===== src/rtl/mem_test_pkg.sv =====
// Shared definitions for the memory burst tester: FSM state encoding,
// burst sizing and the data pattern generator.
package mem_test_pkg;

    typedef enum logic [2:0] {
        ST_IDLE    = 3'd0,
        ST_WR_REQ  = 3'd1,
        ST_WR_DATA = 3'd2,
        ST_RD_REQ  = 3'd3,
        ST_RD_DATA = 3'd4
    } state_e;

    // Burst size in bytes for the default configuration (16 beats x 128 bits).
    localparam int BURST_BYTES = 16 * 128 / 8;

    function automatic int burst_bytes(input int beats, input int data_width);
        return beats * data_width / 8;
    endfunction

    // The pass number is folded in so stale data from an earlier pass is caught.
    function automatic logic [31:0] pattern_word(input logic [31:0] addr,
                                                 input logic [15:0] pass);
        return addr + {16'h0000, pass};
    endfunction

endpackage


===== src/rtl/mem_pattern_chk.sv =====
// Registered read-data compare with sticky error flag, saturating error
// counter and capture of the first failing beat address.
module mem_pattern_chk #(
    parameter int DATA_WIDTH = 128,
    parameter int ADDR_WIDTH = 32
) (
    input  logic                  clk,
    input  logic                  rst,
    input  logic                  vld_i,
    input  logic [DATA_WIDTH-1:0] rd_data_i,
    input  logic [DATA_WIDTH-1:0] exp_data_i,
    input  logic [ADDR_WIDTH-1:0] addr_i,
    output logic                  err_o,
    output logic [15:0]           err_cnt_o,
    output logic [ADDR_WIDTH-1:0] first_addr_o
);

    logic                  err_q,        err_d;
    logic [15:0]           err_cnt_q,    err_cnt_d;
    logic [ADDR_WIDTH-1:0] first_addr_q, first_addr_d;
    logic                  miss;

    assign miss = vld_i && (rd_data_i != exp_data_i);

    always_comb begin
        err_d        = err_q;
        err_cnt_d    = err_cnt_q;
        first_addr_d = first_addr_q;
        if (miss) begin
            err_d = 1'b1;
            if (err_cnt_q != 16'hFFFF) begin
                err_cnt_d = err_cnt_q + 16'd1;
            end
            // Only the very first failure is recorded; later ones just count.
            if (err_cnt_q == 16'd0) begin
                first_addr_d = addr_i;
            end
        end
    end

    always_ff @(posedge clk) begin
        if (rst) begin
            err_q        <= 1'b0;
            err_cnt_q    <= 16'd0;
            first_addr_q <= '0;
        end else begin
            err_q        <= err_d;
            err_cnt_q    <= err_cnt_d;
            first_addr_q <= first_addr_d;
        end
    end

    assign err_o        = err_q;
    assign err_cnt_o    = err_cnt_q;
    assign first_addr_o = first_addr_q;

endmodule


===== src/rtl/mem_burst_tester.sv =====
// Memory burst traffic generator: writes a pass-dependent address pattern over
// [BEGIN_ADDRESS, END_ADDRESS] in bursts, reads it back and checks every beat.
module mem_burst_tester
    import mem_test_pkg::*;
#(
    parameter int                    DATA_WIDTH    = 128,
    parameter int                    ADDR_WIDTH    = 32,
    parameter int                    BURST_LEN     = 16,
    parameter logic [ADDR_WIDTH-1:0] BEGIN_ADDRESS = 32'h00000000,
    parameter logic [ADDR_WIDTH-1:0] END_ADDRESS   = 32'h00ffffff
) (
    input  logic                  clk,
    input  logic                  rst,
    input  logic                  test_en,
    output logic                  WR_BURST_ADRS_REQ,
    output logic [ADDR_WIDTH-1:0] WR_BURST_ADRS,
    output logic [9:0]            WR_BURST_LEN,
    input  logic                  WR_READY,
    input  logic                  WR_BURST_DATA_REQ,
    output logic [DATA_WIDTH-1:0] WR_BURST_DATA,
    output logic                  RD_BURST_ADRS_REQ,
    output logic [ADDR_WIDTH-1:0] RD_BURST_ADRS,
    output logic [9:0]            RD_BURST_LEN,
    input  logic                  RD_READY,
    input  logic                  RD_BURST_DATA_VAL,
    input  logic [DATA_WIDTH-1:0] RD_BURST_DATA,
    output logic                  tg_compare_error,
    output logic [15:0]           error_count,
    output logic [ADDR_WIDTH-1:0] first_err_addr,
    output logic [15:0]           pass_count,
    output logic                  busy
);

    localparam int                    BEAT_BYTES      = DATA_WIDTH / 8;
    localparam int                    BURST_SPAN      = burst_bytes(BURST_LEN, DATA_WIDTH);
    localparam logic [ADDR_WIDTH-1:0] SPAN_A          = ADDR_WIDTH'(BURST_SPAN);
    localparam logic [ADDR_WIDTH-1:0] LAST_BURST_ADDR = END_ADDRESS - SPAN_A + ADDR_WIDTH'(1);
    localparam logic [8:0]            LAST_BEAT       = 9'(BURST_LEN - 1);

    state_e                state_q, state_d;
    logic [ADDR_WIDTH-1:0] cur_addr_q, cur_addr_d;
    logic [8:0]            beat_q, beat_d;
    logic [15:0]           pass_q, pass_d;

    logic                  last_beat;
    logic                  last_burst;
    logic [ADDR_WIDTH-1:0] beat_addr;
    logic [31:0]           beat_word;
    logic [DATA_WIDTH-1:0] beat_data;
    logic                  chk_vld;

    assign last_beat  = (beat_q == LAST_BEAT);
    assign last_burst = (cur_addr_q == LAST_BURST_ADDR);
    assign beat_addr  = cur_addr_q + ADDR_WIDTH'(beat_q) * ADDR_WIDTH'(BEAT_BYTES);
    assign beat_word  = pattern_word(32'(beat_addr), pass_q);
    assign beat_data  = {(DATA_WIDTH/32){beat_word}};

    // Data-phase handshakes only count in their own state; strays elsewhere are ignored.
    always_comb begin
        state_d    = state_q;
        cur_addr_d = cur_addr_q;
        beat_d     = beat_q;
        pass_d     = pass_q;
        case (state_q)
            ST_IDLE: begin
                if (test_en) begin
                    state_d    = ST_WR_REQ;
                    cur_addr_d = BEGIN_ADDRESS;
                    beat_d     = '0;
                end
            end
            ST_WR_REQ: begin
                if (WR_READY) begin
                    state_d = ST_WR_DATA;
                    beat_d  = '0;
                end
            end
            ST_WR_DATA: begin
                if (WR_BURST_DATA_REQ) begin
                    if (last_beat) begin
                        beat_d = '0;
                        if (last_burst) begin
                            cur_addr_d = BEGIN_ADDRESS;
                            state_d    = ST_RD_REQ;
                        end else begin
                            cur_addr_d = cur_addr_q + SPAN_A;
                            state_d    = ST_WR_REQ;
                        end
                        if (!test_en) begin
                            state_d = ST_IDLE;
                        end
                    end else begin
                        beat_d = beat_q + 9'd1;
                    end
                end
            end
            ST_RD_REQ: begin
                if (RD_READY) begin
                    state_d = ST_RD_DATA;
                    beat_d  = '0;
                end
            end
            ST_RD_DATA: begin
                if (RD_BURST_DATA_VAL) begin
                    if (last_beat) begin
                        beat_d = '0;
                        if (last_burst) begin
                            cur_addr_d = BEGIN_ADDRESS;
                            pass_d     = pass_q + 16'd1;
                            state_d    = ST_WR_REQ;
                        end else begin
                            cur_addr_d = cur_addr_q + SPAN_A;
                            state_d    = ST_RD_REQ;
                        end
                        if (!test_en) begin
                            state_d = ST_IDLE;
                        end
                    end else begin
                        beat_d = beat_q + 9'd1;
                    end
                end
            end
            default: state_d = ST_IDLE;
        endcase
    end

    always_ff @(posedge clk) begin
        if (rst) begin
            state_q    <= ST_IDLE;
            cur_addr_q <= BEGIN_ADDRESS;
            beat_q     <= '0;
            pass_q     <= 16'd0;
        end else begin
            state_q    <= state_d;
            cur_addr_q <= cur_addr_d;
            beat_q     <= beat_d;
            pass_q     <= pass_d;
        end
    end

    assign chk_vld = (state_q == ST_RD_DATA) && RD_BURST_DATA_VAL;

    mem_pattern_chk #(
        .DATA_WIDTH (DATA_WIDTH),
        .ADDR_WIDTH (ADDR_WIDTH)
    ) u_chk (
        .clk          (clk),
        .rst          (rst),
        .vld_i        (chk_vld),
        .rd_data_i    (RD_BURST_DATA),
        .exp_data_i   (beat_data),
        .addr_i       (beat_addr),
        .err_o        (tg_compare_error),
        .err_cnt_o    (error_count),
        .first_addr_o (first_err_addr)
    );

    assign WR_BURST_ADRS_REQ = (state_q == ST_WR_REQ);
    assign WR_BURST_ADRS     = cur_addr_q;
    assign WR_BURST_LEN      = 10'(BURST_LEN);
    assign WR_BURST_DATA     = beat_data;
    assign RD_BURST_ADRS_REQ = (state_q == ST_RD_REQ);
    assign RD_BURST_ADRS     = cur_addr_q;
    assign RD_BURST_LEN      = 10'(BURST_LEN);
    assign pass_count        = pass_q;
    assign busy              = (state_q != ST_IDLE);

endmodule

===== config.mk =====
export PLATFORM = sky130hd
export DESIGN_NAME = mem_burst_tester
export DESIGN_NICKNAME = d
export VERILOG_FILES = /design/src/rtl/mem_test_pkg.sv /design/src/rtl/mem_pattern_chk.sv /design/src/rtl/mem_burst_tester.sv
export SDC_FILE = /design/constraint.sdc
export NUM_CORES = 1
export LEC_CHECK = 0
export ABC_AREA = 1
export CORE_MARGIN = 8
export CORE_UTILIZATION = 49
export DETAILED_ROUTE_END_ITERATION = 10
export GPL_ROUTABILITY_DRIVEN = 0
export PLACE_DENSITY_LB_ADDON = 0.2
export SLEW_MARGIN = 25
export SYNTH_ARGS = -nofsm -noshare
export SYNTH_HDL_FRONTEND = slang
export SYNTH_HIERARCHICAL = 1
export SYNTH_SLANG_ARGS = --single-unit

===== constraint.sdc =====
create_clock -name clk -period 7.1 [get_ports clk]
set_input_delay 0.71 -clock clk [delete_from_list [all_inputs] [get_ports clk]]
set_output_delay 0.71 -clock clk [all_outputs]
set_load 0.005 [all_outputs]

# Yosys cells after proc, flatten, opt, wreduce, memory -nomap -nowiden
# Cells that the tools add are included.
word_totals:
  reg_bits: 109
  in_bits: 135
  output_inout_bits: 280
  elab_cells: 66
op_classes:
  addsub: 6
  eq_ne: 15
  muxes: 25
  reduce_logical: 13
ops:
  columns: ["operator", "n"]
  rows:
  - ["$mux 32", 5]
  - ["$ne 128x128->1", 1]
  - ["$pmux 32 s3", 1]
  - ["$mux 9", 6]
  - ["$pmux 9 s5", 1]
  - ["$add 16x1->16 const B", 2]
  - ["$add 32x13->32", 1]
  - ["$add 32x16->32", 1]
  - ["$add 32x9->32 const B", 1]
  - ["$eq 32x24->1 const B", 1]
  - ["$mux 3", 9]
  - ["$logic_not 16->1", 1]
  - ["$ne 16x16->1 const B", 1]
  - ["$pmux 3 s5", 1]
  - ["$ne 2x2->1 const B", 5]
  - ["$add 9x1->9 const B", 1]
  - ["$eq 9x4->1 const B", 1]
  - ["$reduce_and 4->1", 2]
  - ["$reduce_and 7->1", 1]
  - ["$eq 3x2->1 const B", 2]
  - ["$reduce_and 6->1", 1]
  - ["$reduce_bool 3->1", 2]
  - ["$reduce_bool 5->1", 1]
  - ["$mux 2", 2]
  - ["6 further kinds", 9]

# Logic depth before layout (Yosys ltp)
# Gate-level depths: netlist of run 1.
depth:
  ltp_word: 6
  mapped_depth: 35
  depth_no_buf: 34

# Hierarchy
# Netlist of run 1, hierarchy kept.
modules_own_cells:
  columns: ["mod", "n_inst", "cells_per_inst", "area_per_inst_um2"]
  rows:
  - ["mem_burst_tester", 1, 958, 6251.0]
  - ["mem_pattern_chk", 1, 772, 4516.8]

# Worst setup path before layout of run 1
# Ideal clock, no wire load.
synth_timing:
  kind: "flip-flop to flip-flop"
  startpoint: "register cur_addr_q[12], in the netlist RD_BURST_ADRS[12]"
  endpoint: "register u_chk.first_addr_q[10], in the netlist u_chk/first_addr_o[10]"
  arrival_ns: 4.066
  required_time_ns: 6.990
  setup_slack_ns: 2.924
  stages_incl_launch_ff: 32
  n_path_buf: 1
  period_less_slack_ns: 4.176
  path_cell_list: "dfxtp_1 -> ha_1 -> nand2_1 -> inv_1 -> nand3_1 -> nand2_1 -> nor2_1 -> nor2_1 -> ha_1 -> nand2_1 -> nor2_1 -> nand2_1 -> nor2_1 -> nor2_1 -> nor2_1 -> nor2_4 -> nor2_4 -> nand2_1 -> xor2_1 -> xnor2_1 -> nand2_1 -> nor2_1 -> nand2_1 -> nor2_1 -> nand2_1 -> nor2_1 -> nand2_1 -> nand3_1 -> buf_2 -> nand2_1 -> inv_1 -> nor2_1"
synth_via:
  elab_chain_len: 5
synth_rtl:
  columns: ["element", "line", "rtl"]
  rows:
  - ["from (decl)", "mem_burst_tester.sv:41", "logic [ADDR_WIDTH-1:0] cur_addr_q, cur_addr_d;"]
  - ["from (signal assigned)", "mem_burst_tester.sv:135", "cur_addr_q <= cur_addr_d;"]
  - ["$add 32x13->32", "mem_burst_tester.sv:54", "assign beat_addr = cur_addr_q + ADDR_WIDTH'(beat_q) * ADDR_WIDTH'(BEAT_BYTES);"]
  - ["named net beat_addr[13]", "mem_burst_tester.sv:47", "logic [ADDR_WIDTH-1:0] beat_addr;"]
  - ["$add 32x16->32", "mem_test_pkg.sv:23", "return addr + {16'h0000, pass};"]
  - ["named net WR_BURST_DATA[25]", "mem_burst_tester.sv:20", "output logic [DATA_WIDTH-1:0] WR_BURST_DATA,"]
  - ["$ne 128x128->1", "mem_pattern_chk.sv:23", "assign miss = vld_i && (rd_data_i != exp_data_i);"]
  - ["$logic_and 1x1->1", "mem_pattern_chk.sv:23", null]
  - ["$reduce_and 2->1 (no source line)", null, null]
  - ["to (signal assigned)", "mem_pattern_chk.sv:49", "first_addr_q <= first_addr_d;"]
  - ["to (decl)", "mem_pattern_chk.sv:20", "logic [ADDR_WIDTH-1:0] first_addr_q, first_addr_d;"]
# The timed path passes the listed nets, and every way through them passes these cells.
# A chain may end at the register's enable or synchronous reset.

# Final worst setup path of run 1
layout_timing:
  startpoint: "register cur_addr_q[9], in the netlist RD_BURST_ADRS[9]"
  endpoint: "output WR_BURST_DATA[86]"
layout_via:
  elab_chain_len: 2
layout_rtl:
  columns: ["element", "line"]
  rows:
  - ["$add 32x13->32", "mem_burst_tester.sv:54"]
  - ["named net beat_addr[15]", "mem_burst_tester.sv:47"]
  - ["$add 32x16->32", "mem_test_pkg.sv:23"]
  - ["to (decl)", "mem_burst_tester.sv:20"]
# The timed path passes the listed nets, and every way through them passes these cells.

==> results of run 1 <==
-- metrics by stage --
step	instance area [µm²]	std cells	utilization	hold slack (ns)
floorplan	10900	1768	-	0.441
global placement	13700	2236	0.634	0.466
detailed placement	13800	2236	0.635	0.472
CTS	14100	2252	0.650	0.482
global route	14100	2252	0.651	0.496
finish	14100	2252	0.651	0.484
-- cells in the final DEF, fill, tap and decap left out, types with 3 or more instances in the layout --
master	synthesis	routed
nand3_2	4	5
nor4_1	4	4
inv_1	256	256
buf_4	161	10
inv_2	16	16
nor2_2	25	25
xor2_2	0	5
xnor2_2	0	4
dfxtp_1	101	101
nand2_4	9	9
nor3b_1	5	5
nor3_1	22	22
nand3_1	95	94
xnor2_1	129	125
xor2_1	40	35
nor2_1	182	181
nor4_4	3	3
nand2_1	423	422
ha_1	23	23
nand4_1	65	65
nand2_2	22	23
a21oi_1	38	38
clkbuf_16	0	9
a21o_1	3	3
o21ai_0	19	19
conb_1	2	40
nor2_4	13	14
clkdlybuf4s50_1	0	378
-- sequential cells by signal, summed over array words and instances (netlist names) --
register,flops
u_chk/first_addr_o,32
RD_BURST_ADRS,24
pass_count,16
u_chk/err_cnt_o,16
beat_q,9
state_q,3
u_chk/err_o,1
-- layout make-up --
cell class                      count  area share
Clock inverter                      6     0.00505
Clock buffer                       10      0.0169
Tap cell                          280      0.0248
Inverter                          274      0.0731
Sequential cell                   101       0.143
Timing Repair Buffer              388       0.273
Multi-Input combinational cell   1193       0.464
-- worst reg2reg max path: cells and delay by family, from the launching register on --
kind                     cells  cell delay, ns
adder cells (fa/ha/maj)      2            0.63
buffers and inverters        2            0.53
XOR/XNOR                     2            0.97
flip-flops                   1            0.45
AO/OA/AOI/OAI                2            0.43
AND/OR/NAND/NOR             21            2.13
-- layer usage --
| layer | vias to the layer above | wire length (µm) |
|---|---|---|
| met2 | 548 | 18400 |
| met4 | 0 | 1530 |
| met3 | 82 | 3280 |
| li1 | 5587 | - |
| met5 | - | 0 |
| met1 | 5145 | 16200 |
-- power by group --
| part | leakage [nW] | internal, mW | switching, mW | total (mW) |
|---|---|---|---|---|
| Combinational | 4.98 | 0.409 | 0.549 | 0.958 |
| Clock | 0.151 | 0.286 | 0.233 | 0.519 |
| Sequential | 0.816 | 0.620 | 0.0510 | 0.671 |
-- worst max path at each step --
stage	startpoint	end	cells past startpoint	slack [ns]
4_1_cts	RD_BURST_ADRS[10]	WR_BURST_DATA[86]	17	1.76
5_1_grt	RD_BURST_ADRS[8]	u_chk/err_cnt_o[1]	29	1.17
3_3_place_gp	RD_BURST_ADRS[8]	u_chk/first_addr_o[16]	28	1.72
6_report	RD_BURST_ADRS[9]	WR_BURST_DATA[86]	18	1.76
2_1_floorplan	RD_BURST_ADRS[12]	u_chk/first_addr_o[10]	31	2.92
3_5_place_dp	RD_BURST_ADRS[9]	u_chk/err_cnt_o[10]	31	1.90
-- cell families (layout without fill, tap and decap cells) --
logic type / Yosys count / in the layout / synth area share
AO/OA/AOI/OAI: 76 / 76 / 0.0403
XOR/XNOR: 169 / 169 / 0.137
adder cells (fa/ha/maj): 23 / 23 / 0.0267
buffers and inverters: 474 / 678 / 0.225
flip-flops: 101 / 101 / 0.188
other: 2 / 40 / 0.000697
AND/OR/NAND/NOR: 885 / 885 / 0.382
==> impl_metrics.prom, run 1 <==
# TYPE chip_impl_metric gauge
chip_impl_metric{name="final_nets",unit=""} 2125
chip_impl_metric{name="synth-seq-area-share",unit=""} 0.188
chip_impl_metric{name="pwr_density_cell",unit="mW/mm²"} 152
chip_impl_metric{name="die-height",unit="µm"} 164
chip_impl_metric{name="final_max_slew_viol_count",unit=""} 0
chip_impl_info{name="clock_tree.root_cell",value="clkbuf_16"} 1
chip_impl_metric{name="worst_pin_slew",unit="ns"} 1.04
chip_impl_metric{name="postCtsSetupBuffers",unit=""} 0
chip_impl_metric{name="dp_hpwl",unit="µm"} 31500
chip_impl_metric{name="area_growth",unit="%"} 31.2
chip_impl_info{name="rr_startpoint",value="RD_BURST_ADRS[9]"} 1
chip_impl_metric{name="post_route_cells_drive_above_1_share",unit=""} 0.0735
chip_impl_metric{name="grt_pass1_wl",unit="µm"} 59400
chip_impl_metric{name="via_per_inst",unit=""} 5.05
chip_impl_metric{name="final_cycle_utilization_of_the_critical_path",unit=""} 0.752
chip_impl_metric{name="cts.sink_count",unit=""} 101
chip_impl_metric{name="post-route-worst-setup-slack",unit="ns"} 1.76
chip_impl_metric{name="sum_of_negative_setup_slack",unit="ns"} 0
chip_impl_metric{name="drt_iter0_drc",unit=""} 1043
chip_impl_info{name="timing.hold.worst.start",value="u_chk/err_o"} 1
chip_impl_info{name="grt_most_used_layer",value="met2"} 1
chip_impl_metric{name="number_of_global_route_vias_before_repair",unit=""} 10800
chip_impl_metric{name="insertedDiodeCount",unit=""} 0
chip_impl_metric{name="summed_instance_area_of_the_synthesized_netlist",unit="mm²"} 0.0108
chip_impl_metric{name="wire_per_inst",unit="µm"} 17.5
chip_impl_metric{name="whs_path_depth",unit=""} 2
chip_impl_metric{name="final-hold-violation-count",unit=""} 0
chip_impl_metric{name="number_of_antenna_violations_at_the_first_check_in_global_routing",unit=""} 0
chip_impl_metric{name="drcViolationCount",unit=""} 0
chip_impl_metric{name="design.die.area",unit="mm²"} 0.0270
chip_impl_metric{name="total_power",unit="mW"} 2.15
chip_impl_metric{name="ir_worst_vdd",unit="µV"} 236
chip_impl_metric{name="ys_async_sr_fraction",unit=""} 0
chip_impl_metric{name="worstPathBufferInverterCount",unit=""} 2
chip_impl_metric{name="finClkSkew",unit="ns"} 0.00942
chip_impl_metric{name="timing.slew.headroom",unit=""} 0.306
chip_impl_info{name="startpoint_type",value="flop"} 1
chip_impl_metric{name="max_cap_viol_count",unit=""} 0
chip_impl_info{name="critPathTopFamily",value="simple AND/OR/NAND/NOR gates"} 1
chip_impl_metric{name="arrival_time_at_the_worst_endpoint",unit="ns"} 4.63
chip_impl_info{name="outcome",value="completed"} 1
chip_impl_metric{name="initial_utilization",unit=""} 0.496
chip_impl_metric{name="fillCellCount",unit=""} 1953
chip_impl_info{name="r2r_end",value="u_chk/err_cnt_o[10]"} 1
chip_impl_metric{name="reg2reg_setup_slack",unit="ns"} 1.84
chip_impl_metric{name="routed-via-count",unit=""} 11400
chip_impl_metric{name="final_setup_violations",unit=""} 0
chip_impl_metric{name="r2r.worst_path.cells",unit=""} 29
chip_impl_metric{name="gr-usage-all-layers",unit=""} 0.278
chip_impl_metric{name="ctsResizeCount",unit=""} 0
chip_impl_metric{name="drtPass1Iterations",unit=""} 6
chip_impl_metric{name="core-area",unit="mm²"} 0.0217
chip_impl_info{name="yosys_most_used_dff",value="dfxtp_1"} 1
chip_impl_info{name="grt_setup_unrepaired",value="false"} 1
chip_impl_metric{name="grt_use_met3",unit=""} 0.0561
chip_impl_metric{name="register_bit_count_reported_by_yosys",unit=""} 101
chip_impl_info{name="hold_path_end",value="u_chk/err_o"} 1
chip_impl_info{name="yosysTopAreaCell",value="dfxtp_1"} 1
chip_impl_metric{name="worst_ep_required_time",unit="ns"} 6.39
chip_impl_metric{name="syn-mean-instance-area",unit="µm²"} 6.22
chip_impl_metric{name="drt.antenna.violating_nets",unit=""} 0
chip_impl_metric{name="io_pins",unit=""} 415
chip_impl_metric{name="final-seq-area",unit="mm²"} 0.00202
chip_impl_metric{name="floorplan.die.width",unit="µm"} 164
chip_impl_info{name="yosys-top-cells-area",value="dfxtp_1 19%, nand2_1 15%, buf_4 11%"} 1
chip_impl_info{name="path_cells",value="ha_1, nand2_1, nand2_1, nand2_1, nand2_2, nand2_1, nand2_1, nor2_1, ha_1, nand2_1, inv_1, a21oi_1, nand2_1, a21oi_1, nor2_2, nand4_1, xor2_1, clkdlybuf4s50_1"} 1
chip_impl_metric{name="floorplan.rows",unit=""} 54
chip_impl_metric{name="cts-hold-fix-buffers",unit=""} 0
chip_impl_metric{name="globalRouteMet2Util",unit=""} 0.473
chip_impl_metric{name="cts.path.max_buffers",unit=""} 2
chip_impl_metric{name="worst_setup_hold_path_clk_slew",unit="ns"} 0.07
chip_impl_info{name="timing.critical_path.mode_cell",value="nand2_1"} 1
chip_impl_metric{name="numCtsBuffers",unit=""} 9
chip_impl_info{name="synthMostInstantiatedCell",value="nand2_1"} 1
chip_impl_metric{name="synthesis.instances",unit=""} 1730
chip_impl_metric{name="leakage_power_figure",unit="nW"} 5.95
chip_impl_metric{name="grt_start_max_net_pins",unit=""} 62
chip_impl_metric{name="gr-usage-met1",unit=""} 0.336
chip_impl_metric{name="pre_cts_slack",unit="ns"} 1.90
chip_impl_metric{name="critPathMaxFanout",unit=""} 9
chip_impl_metric{name="clock_insertion_delay_worst_skew",unit="ns"} 0.36
chip_impl_metric{name="layout_min_cycle_time",unit="ns"} 5.34
chip_impl_metric{name="globalRouteOverflowTotal",unit=""} 0
chip_impl_info{name="worst_setup_path_end_kind",value="output pin"} 1
chip_impl_metric{name="yosysWarnings",unit=""} 6
chip_impl_metric{name="area_of_combinational_cells_with_multiple_inputs",unit="mm²"} 0.00655
chip_impl_metric{name="number_of_flops_mapped_to_enable_cells_by_yosys",unit=""} 0
chip_impl_metric{name="timing.fmax",unit="GHz"} 0.187
chip_impl_info{name="timing.setup.critical_path_class",value="reg -> out"} 1
chip_impl_metric{name="numPortBuffers",unit=""} 378
chip_impl_info{name="class_of_the_worst_hold_path",value="reg -> reg"} 1
chip_impl_info{name="slowest_stage",value="xor2_1"} 1
chip_impl_metric{name="netlist-cell-type-count",unit=""} 51
chip_impl_info{name="post_synth_most_frequent_cells",value="423 x nand2_1, 256 x inv_1, 182 x nor2_1"} 1
chip_impl_info{name="cts_tree",value="done"} 1
chip_impl_metric{name="worst_path_largest_cell_delay",unit="ns"} 0.79
chip_impl_metric{name="cts_htree_levels",unit=""} 3
chip_impl_metric{name="route.final.wire_length",unit="µm"} 39400
chip_impl_metric{name="synth_top_cell_area_share",unit=""} 0.188
(Power assumes the default switching activity.)
==> run 2: changes to the inputs <==
--- a/config.mk
+++ b/config.mk
@@ -7,7 +7,7 @@
 export LEC_CHECK = 0
 export ABC_AREA = 1
 export CORE_MARGIN = 8
-export CORE_UTILIZATION = 49
+export CORE_UTILIZATION = 46
 export DETAILED_ROUTE_END_ITERATION = 10
 export GPL_ROUTABILITY_DRIVEN = 0
 export PLACE_DENSITY_LB_ADDON = 0.2
==> constraint.sdc (replaced) <==
create_clock -name clk -period 5.55 [get_ports clk]
set_input_delay 0.555 -clock clk [delete_from_list [all_inputs] [get_ports clk]]
set_output_delay 0.555 -clock clk [all_outputs]
set_load 0.005 [all_outputs]
==> run 2 against run 1 <==
Against the previous run: sequential cell count unchanged; count of clock-buffer cells in the layout is 1 higher; combinational power up 27%; worst hold slack better by 0.018 ns; utilization down 3.7 points; global-route usage decreased by 1.7 points; clock power increased by 45%; largest cell class unchanged.
==> impl_metrics.prom, run 2 (synthesis gave the netlist of run 1 again) <==
# TYPE chip_impl_metric gauge
chip_impl_info{name="outcome",value="completed"} 1
chip_impl_metric{name="number_of_antenna_violations_at_the_first_check_in_global_routing",unit=""} 0
chip_impl_metric{name="layout_min_cycle_time",unit="ns"} 4.91
chip_impl_metric{name="cts.sink_count",unit=""} 101
chip_impl_info{name="hold_path_end",value="u_chk/err_o"} 1
chip_impl_metric{name="final_setup_violations",unit=""} 0
chip_impl_metric{name="pwr_density_cell",unit="mW/mm²"} 198
chip_impl_metric{name="via_per_inst",unit=""} 4.90
chip_impl_metric{name="design.die.area",unit="mm²"} 0.0286
chip_impl_metric{name="gr-usage-all-layers",unit=""} 0.261
chip_impl_info{name="grt_setup_unrepaired",value="false"} 1
chip_impl_info{name="critPathTopFamily",value="simple AND/OR/NAND/NOR gates"} 1
chip_impl_metric{name="drt_iter0_drc",unit=""} 846
chip_impl_metric{name="leakage_power_figure",unit="nW"} 6.01
chip_impl_metric{name="final_cycle_utilization_of_the_critical_path",unit=""} 0.884
chip_impl_metric{name="timing.slew.headroom",unit=""} 0.322
chip_impl_metric{name="worstPathBufferInverterCount",unit=""} 3
chip_impl_metric{name="initial_utilization",unit=""} 0.464
chip_impl_metric{name="timing.fmax",unit="GHz"} 0.204
chip_impl_metric{name="worst_setup_hold_path_clk_slew",unit="ns"} 0.07
chip_impl_metric{name="final_max_slew_viol_count",unit=""} 0
chip_impl_metric{name="die-height",unit="µm"} 169
chip_impl_metric{name="final-seq-area",unit="mm²"} 0.00202
chip_impl_info{name="rr_startpoint",value="RD_BURST_ADRS[12]"} 1
chip_impl_metric{name="postCtsSetupBuffers",unit=""} 0
chip_impl_info{name="layout_common_cells",value="422 x nand2_1, 378 x clkdlybuf4s50_1, 256 x inv_1, 181 x nor2_1, 127 x xnor2_1"} 1
chip_impl_metric{name="core-area",unit="mm²"} 0.0232
chip_impl_info{name="startpoint_type",value="flop"} 1
chip_impl_metric{name="globalRouteOverflowTotal",unit=""} 0
chip_impl_info{name="timing.hold.worst.start",value="u_chk/err_o"} 1
chip_impl_metric{name="max_cap_viol_count",unit=""} 0
chip_impl_metric{name="worst_ep_required_time",unit="ns"} 5.84
chip_impl_metric{name="cts-hold-fix-buffers",unit=""} 0
chip_impl_info{name="clock_tree.root_cell",value="clkbuf_16"} 1
chip_impl_metric{name="ir_worst_vdd",unit="µV"} 243
chip_impl_metric{name="worst_pin_slew",unit="ns"} 1.01
chip_impl_metric{name="floorplan.die.width",unit="µm"} 169
chip_impl_metric{name="reg2reg_setup_slack",unit="ns"} 0.64
chip_impl_metric{name="floorplan.rows",unit=""} 56
chip_impl_metric{name="numCtsBuffers",unit=""} 9
chip_impl_metric{name="clock_insertion_delay_worst_skew",unit="ns"} 0.35
chip_impl_info{name="class_of_the_worst_hold_path",value="reg -> reg"} 1
chip_impl_info{name="r2r_end",value="u_chk/err_cnt_o[1]"} 1
chip_impl_metric{name="dp.cells",unit=""} 2287
chip_impl_metric{name="grt_pass1_wl",unit="µm"} 59300
chip_impl_metric{name="dp_hpwl",unit="µm"} 31500
chip_impl_metric{name="drt.antenna.violating_nets",unit=""} 0
chip_impl_info{name="cts_tree",value="done"} 1
chip_impl_metric{name="area_growth",unit="%"} 32.4
chip_impl_info{name="timing.critical_path.mode_cell",value="nand2_1"} 1
chip_impl_metric{name="wire_per_inst",unit="µm"} 16.9
chip_impl_metric{name="critPathMaxFanout",unit=""} 60
chip_impl_metric{name="insertedDiodeCount",unit=""} 0
chip_impl_metric{name="post_route_cells_drive_above_1_share",unit=""} 0.0751
chip_impl_metric{name="smallest_hold_slack",unit="ns"} 0.503
chip_impl_metric{name="grt_start_max_net_pins",unit=""} 61
chip_impl_metric{name="cts_htree_levels",unit=""} 3
chip_impl_metric{name="worst_path_largest_cell_delay",unit="ns"} 0.48
chip_impl_info{name="timing.setup.critical_path_class",value="reg -> reg"} 1
chip_impl_metric{name="ctsResizeCount",unit=""} 0
chip_impl_metric{name="number_of_global_route_vias_before_repair",unit=""} 10900
chip_impl_metric{name="drcViolationCount",unit=""} 0
chip_impl_metric{name="final_nets",unit=""} 2137
chip_impl_metric{name="finClkSkew",unit="ns"} 0.00728
chip_impl_metric{name="io_pins",unit=""} 415
chip_impl_metric{name="r2r.worst_path.cells",unit=""} 30
chip_impl_metric{name="arrival_time_at_the_worst_endpoint",unit="ns"} 5.20
chip_impl_metric{name="largest_register_ff_count",unit=""} 32
chip_impl_metric{name="sum_of_negative_setup_slack",unit="ns"} 0
chip_impl_metric{name="routed-via-count",unit=""} 11300
chip_impl_metric{name="fin_cells",unit=""} 2303
chip_impl_metric{name="final-hold-violation-count",unit=""} 0
chip_impl_info{name="slowest_stage",value="dfxtp_1"} 1
chip_impl_metric{name="area_of_combinational_cells_with_multiple_inputs",unit="mm²"} 0.00649
chip_impl_info{name="most_frequent_standard_cell_in_the_layout_excluding_fill_and_tap_cells",value="nand2_1"} 1
chip_impl_metric{name="numPortBuffers",unit=""} 378
chip_impl_metric{name="cts.path.max_buffers",unit=""} 2
chip_impl_metric{name="fillCellCount",unit=""} 2235
chip_impl_metric{name="drtPass1Iterations",unit=""} 5
chip_impl_metric{name="route.final.wire_length",unit="µm"} 38800
chip_impl_metric{name="whs_path_depth",unit=""} 2
chip_impl_info{name="worst_setup_path_end_kind",value="flop"} 1
==> run 2: cell types whose count changed in the layout (fill, tap and decap cells not counted) <==
cell,previous run,this run
nand3_2,5,4
clkbuf_8,1,2
clkinv_2,2,1
buf_4,10,22
bufinv_16,1,3
xnor2_2,4,2
clkinv_4,2,1
inv_8,1,0
nand3_1,94,95
xnor2_1,125,127
xor2_2,5,0
xor2_1,35,40
==> run 2: layout make-up <==
| cell class | count | share of cell area |
|---|---|---|
| clock buffer | 11 | 0.0177 |
| clock inverter | 5 | 0.00746 |
| sequential | 101 | 0.142 |
| inverter | 274 | 0.0724 |
| tap | 319 | 0.0280 |
| multi-input combinational | 1193 | 0.456 |
| timing repair buffer | 400 | 0.277 |
==> run 2: power breakdown <==
part	total [mW]	switching, mW	leakage (nW)	internal [mW]
clock network	0.751	0.284	0.172	0.466
registers	0.860	0.0668	0.816	0.793
logic	1.22	0.688	5.02	0.527
total	2.83	1.04	6.01	1.79
==> run 2: how the worst max path moves through the flow <==
stage                           start                      to  slack, ns  cells after the start
global placement    RD_BURST_ADRS[12]     u_chk/err_cnt_o[10]       0.80                     29
detailed placement  RD_BURST_ADRS[12]      u_chk/err_cnt_o[1]       0.71                     27
CTS                 RD_BURST_ADRS[12]      u_chk/err_cnt_o[1]       0.69                     27
global route        RD_BURST_ADRS[12]      u_chk/err_cnt_o[1]       0.07                     32
floorplan           RD_BURST_ADRS[12]  u_chk/first_addr_o[10]       1.37                     31
finish              RD_BURST_ADRS[12]      u_chk/err_cnt_o[1]       0.64                     30
==> run 2: layer usage <==
| metal | share of wire | track usage | vias to the layer above |
|---|---|---|---|
| met2 | 0.47 | 0.449 | 463 |
| met5 | 0 | 0 | - |
| met4 | 0.041 | 0.124 | 0 |
| met3 | 0.074 | 0.0510 | 79 |
| li1 | - | - | 5609 |
| met1 | 0.42 | 0.309 | 5136 |
==> run 2: worst register-to-register path, delay by kind of cell, from the launching register on <==
family	cells	cell delay [ns]
AOI/OAI and AO/OA	1	0.13
xor gates and xnor gates	1	0.24
adders and majority gates	2	0.76
buffers and inverters	3	0.59
DFF	1	0.48
and+or+nand+nor	23	2.62
==> run 2: per-stage QoR <==
| stage | power, mW | util | setup slack, ns | instance area, µm² |
|---|---|---|---|---|
| after global placement | 2.07 | 0.599 | 0.799 | 13900 |
| after CTS | 2.84 | 0.614 | 0.687 | 14200 |
| final | 2.83 | 0.615 | 0.642 | 14300 |
| after global routing | 3.00 | 0.615 | 0.0745 | 14300 |
| after detailed placement | 2.09 | 0.599 | 0.714 | 13900 |
| after floorplan | 1.66 | - | 1.37 | 10900 |
